**config.mk**
```make
export PLATFORM = sky130hd
export DESIGN_NAME = fetch_unit
export DESIGN_NICKNAME = d
export VERILOG_FILES = /design/src/rtl/fetch_unit.sv
export SDC_FILE = /design/constraint.sdc
export NUM_CORES = 1
export LEC_CHECK = 0
export BUFFER_PORTS_ARGS = -buffer_cell sky130_fd_sc_hd__buf_2
export CORE_MARGIN = 4
export CORE_UTILIZATION = 58
export CTS_CLUSTER_SIZE = 30
export DETAILED_ROUTE_END_ITERATION = 16
export PLACE_DENSITY = 0.85
export SLEW_MARGIN = 20
export SYNTH_ARGS = -nofsm -noshare
export SYNTH_HDL_FRONTEND = slang
export SYNTH_SLANG_ARGS = --single-unit
```
**constraint.sdc**
```tcl
create_clock -name clk -period 12.8 [get_ports clk]
set_input_delay 1.92 -clock clk [delete_from_list [all_inputs] [get_ports clk]]
set_output_delay 1.92 -clock clk [all_outputs]
set_load 0.02 [all_outputs]
```
**src/rtl/fetch_unit.sv**
```systemverilog
// Instruction fetch: pc register driving a combinational imem plus a DEPTH-entry {pc, inst} buffer to the decoder.
// Optional macro FETCH_MISALIGN_CHECK_EN aligns redirect targets and raises a sticky misalign flag.
module fetch_unit #(
  parameter logic [31:0] RESET_PC = 32'h0000_0000,
  parameter int          DEPTH    = 2
) (
  input  logic        clk,
  input  logic        rst,
  output logic [31:0] imem_addr,
  input  logic [31:0] imem_data,
  input  logic        redirect_valid,
  input  logic [31:0] redirect_target,
  input  logic        dec_ready,
  output logic        dec_valid,
  output logic [31:0] dec_inst,
  output logic [31:0] dec_pc,
  output logic        misalign
);

  localparam int             PW      = (DEPTH > 2) ? 2 : 1;
  localparam int             CW      = PW + 1;
  localparam logic [CW-1:0]  DEPTH_C = CW'(DEPTH);

  logic [31:0]   pc_q, pc_d;
  logic [CW-1:0] count_q, count_d;
  logic [PW-1:0] rd_ptr_q, rd_ptr_d;
  logic [PW-1:0] wr_ptr_q, wr_ptr_d;
  logic [31:0]   buf_pc_q   [DEPTH];
  logic [31:0]   buf_inst_q [DEPTH];

  logic          pop;
  logic          push;
  logic [31:0]   target_eff;
  logic          target_bad;

`ifdef FETCH_MISALIGN_CHECK_EN
  logic misalign_q, misalign_d;
  assign target_eff = {redirect_target[31:2], 2'b00};
  assign target_bad = |redirect_target[1:0];
  assign misalign   = misalign_q;
`else
  assign target_eff = redirect_target;
  assign target_bad = 1'b0;
  assign misalign   = 1'b0;
`endif

  assign imem_addr = pc_q;
  assign dec_valid = (count_q != '0);
  assign dec_pc    = dec_valid ? buf_pc_q[rd_ptr_q]   : 32'h0;
  assign dec_inst  = dec_valid ? buf_inst_q[rd_ptr_q] : 32'h0;

  assign pop  = dec_valid && dec_ready;
  assign push = !redirect_valid && ((count_q != DEPTH_C) || pop);

  always_comb begin
    pc_d     = pc_q;
    count_d  = count_q;
    rd_ptr_d = rd_ptr_q;
    wr_ptr_d = wr_ptr_q;
`ifdef FETCH_MISALIGN_CHECK_EN
    misalign_d = misalign_q;
`endif
    if (redirect_valid) begin
      // Flush drops everything, including an entry the decoder takes this edge.
      pc_d     = target_eff;
      count_d  = '0;
      rd_ptr_d = '0;
      wr_ptr_d = '0;
`ifdef FETCH_MISALIGN_CHECK_EN
      misalign_d = misalign_q | target_bad;
`endif
    end else begin
      if (push) begin
        pc_d     = pc_q + 32'd4;
        wr_ptr_d = wr_ptr_q + PW'(1);
      end
      if (pop) begin
        rd_ptr_d = rd_ptr_q + PW'(1);
      end
      count_d = count_q + {{(CW-1){1'b0}}, push} - {{(CW-1){1'b0}}, pop};
    end
  end

  always_ff @(posedge clk) begin
    if (rst) begin
      pc_q     <= RESET_PC;
      count_q  <= '0;
      rd_ptr_q <= '0;
      wr_ptr_q <= '0;
`ifdef FETCH_MISALIGN_CHECK_EN
      misalign_q <= 1'b0;
`endif
    end else begin
      pc_q     <= pc_d;
      count_q  <= count_d;
      rd_ptr_q <= rd_ptr_d;
      wr_ptr_q <= wr_ptr_d;
`ifdef FETCH_MISALIGN_CHECK_EN
      misalign_q <= misalign_d;
`endif
    end
  end

  // Storage needs no reset: outputs are masked by count.
  always_ff @(posedge clk) begin
    if (!rst && push) begin
      buf_pc_q[wr_ptr_q]   <= pc_q;
      buf_inst_q[wr_ptr_q] <= imem_data;
    end
  end

  // target_bad is only consumed when the misalign check is built in.
  logic unused_ok;
  assign unused_ok = target_bad;

endmodule

```
==> out/qor.txt <==
Ratio of cells with drive above 1 in the final layout - 30.0%
Slew Viols, Final - 0
Max VDD drop - 0.0793 mV
GPL Wtd Cong - 0.843
Clk sinks - 165
Initial Util - 60.2%
Critical Path RT - 10.88 ns
Post-synth EDFFs - 128
Wire per inst - 18.9 um
Crit start category - flop
Fmax - 251 MHz
Worst Setup End Kind - output pin
Htree depth - 4
Count leader, synth - edfxtp_1
Syn nets - 618
Area grow syn2layout - 21.3%
Max-Cap Viols - 0
Initial antenna violation count - 0
Top_reg_cell synth - edfxtp_1
Slew HR - 26.2%
Setup TNS - 0 ns
Worst slew pin tran - 1.11 ns
Sequential area share after synthesis - 65.5%
Mean Syn Cell Area - 12.8 sq um
Layout Skew - 0.0146 ns
Layout Cells excl Fill - 855
Buffers on Ports - 164
Fill count - 781
Post-CTS Setup Bufs - 0
Outcome - finished, final reports clean
FF-to-FF Start - count_q[0]
Starting DRT DRC Count - 531
Routed Antenna Nets - 0
Crit path DAT - 2.06 ns
Mapped cell area - 0.00700 sq mm
Vias/cell - 5.93
Post-Route Utilization - 73.1%
Worst-path maximum fanout - 64
Clock tree from TritonCTS - built
Post-synth top area cell - edfxtp_1
Leak pwr - 3.16 nW
Largest net degree at the start of global routing - 65
Final Hold Viols - 0
DRC Markers - 0
Core area - 0.0116 sq mm
Hold path start - imem_addr[1]
Cells after DPL - 822
DR vias - 5,072
#FFs+latches synth - 165
Die Area - 0.0139 sq mm
Ys Warns - 0
Clock Path Buffers - 2
CTS buffer count - 17
Mapped Cells - 547
Post-CTS sizing - 0
Hold_ws - 0.507 ns
Clk slew on worst S/H paths - 0.06 ns
Top cells by area, synth - edfxtp_1 (55%), dfxtp_1 (11%), mux2i_1 (9.4%)
Router iterations before antenna repair - 5
Number of global-route vias before repair - 4,882
CP Class - reg2out
Die Height - 118 um
Tmin final - 3.98 ns
I/O pin cnt - 166
Global-route wire length before repair - 25.5 mm
CTS root buffer - clkbuf_16
Post-synth top cells - edfxtp_1 (128), nor2_1 (92), mux2i_1 (66), dfxtp_1 (37), nand2_1 (23)
Reg-to-reg slack, setup - 10.09 ns
Hold_buf cts - 0
Site Rows - 39
Post-Route WL - 16.2 mm
HPWL Detailed - 10.8 mm
Async S/R FF share, synth - 0%
Grt total ovfl - 0
Post-synthesis cell type count - 56
Unrepaired setup endpoints after global routing - no
Total track usage - 22.9%
Pwr dens - 146 mW/mm^2
Later-pin clock latency in the skew report - 0.42 ns
# nets final - 769
Crit share post-route - 31.1%
Setup violations, final - 0
HP Class - reg2reg
Die width - 118 um
Yosys top cell area share - 54.9%
[area by class of cell]
class / count / area, sq um / share of cell area [%]
repair buffers: 167 / 843 / 9.94
multi-input cells: 337 / 2250 / 26.6
well taps: 143 / 179 / 2.11
clock inverters: 15 / 155 / 1.83
clock buffers: 17 / 425 / 5.01
flip-flops and latches: 165 / 4590 / 54.1
inverters: 10 / 37.5 / 0.442
diodes: 1 / 2.50 / 0.0295
[kinds of logic after synthesis]
group	share of synthesized area, %
muxes	9.44
xor gates and xnor gates	1.50
other	0.0536
buffers and inverters	2.49
AOI/OAI and AO/OA	6.28
DFF	65.5
adders and majority gates	0.537
and+or+nand+nor	14.2
[stage by stage]
stage | cell area (sq um) | worst slack [ns] | power, mW
floorplan | 7000 | 7.29 | 0.702
global placement | 7900 | 8.13 | 0.745
detailed placement | 7900 | 8.03 | 0.751
CTS | 8480 | 8.46 | 1.24
global route | 8480 | 8.66 | 1.28
finish | 8480 | 8.82 | 1.24
[worst max-delay path, stage by stage (launching register included)]
cell     delay, ns
dfxtp_4       1.08
mux2i_1       0.31
nor2_1        0.05
buf_2         0.18
[flip-flops by register name (all words and copies together) (netlist names), named ones only]
register    count
wr_ptr_q        1
buf_inst_q     64
count_q         2
rd_ptr_q        1
buf_pc_q       64
imem_addr      32
[cell usage in the layout (no fill, tap or decap), drive strengths merged, types with 4 or more instances in the layout]
cell / Yosys / routed
or3: 5 / 5
a2111oi: 4 / 4
nor4: 12 / 12
buf: 13 / 167
and4: 4 / 4
nand3: 10 / 10
and3: 9 / 9
nor2: 92 / 92
nand2: 23 / 23
nor3: 9 / 9
edfxtp: 128 / 128
clkinvlp: 0 / 5
xor2: 5 / 5
a311oi: 9 / 9
xnor2: 7 / 7
mux2i: 66 / 66
dfxtp: 37 / 37
or4: 7 / 7
clkinv: 1 / 4
o21ai: 10 / 10
clkbuf: 22 / 17
nand4: 14 / 14
o31a: 4 / 4
inv: 9 / 14
a211oi: 7 / 7
[power breakdown]
group	switching [mW]	internal [mW]	leakage [nW]
sequential	0.0225	0.602	1.50
clock	0.209	0.288	0.267
combinational	0.0738	0.0413	1.40
total	0.305	0.932	3.16
[final timing paths]
path                                     endpoint  cells after the start
worst max register to register  buf_inst_q[0][30]                      4
worst min-delay path               buf_pc_q[1][1]                      0
worst min register to register     buf_pc_q[1][1]                      0
worst max-delay path                 dec_inst[10]                      3
[per-layer routing]
| metal | global-route usage [%] | routed length (um) |
|---|---|---|
| met3 | 6.39 | 1290 |
| met2 | 36.9 | 7780 |
| met1 | 30.7 | 6910 |
| met5 | 0 | 0 |
| met4 | 6.52 | 175 |
(Power assumes the default switching activity.)
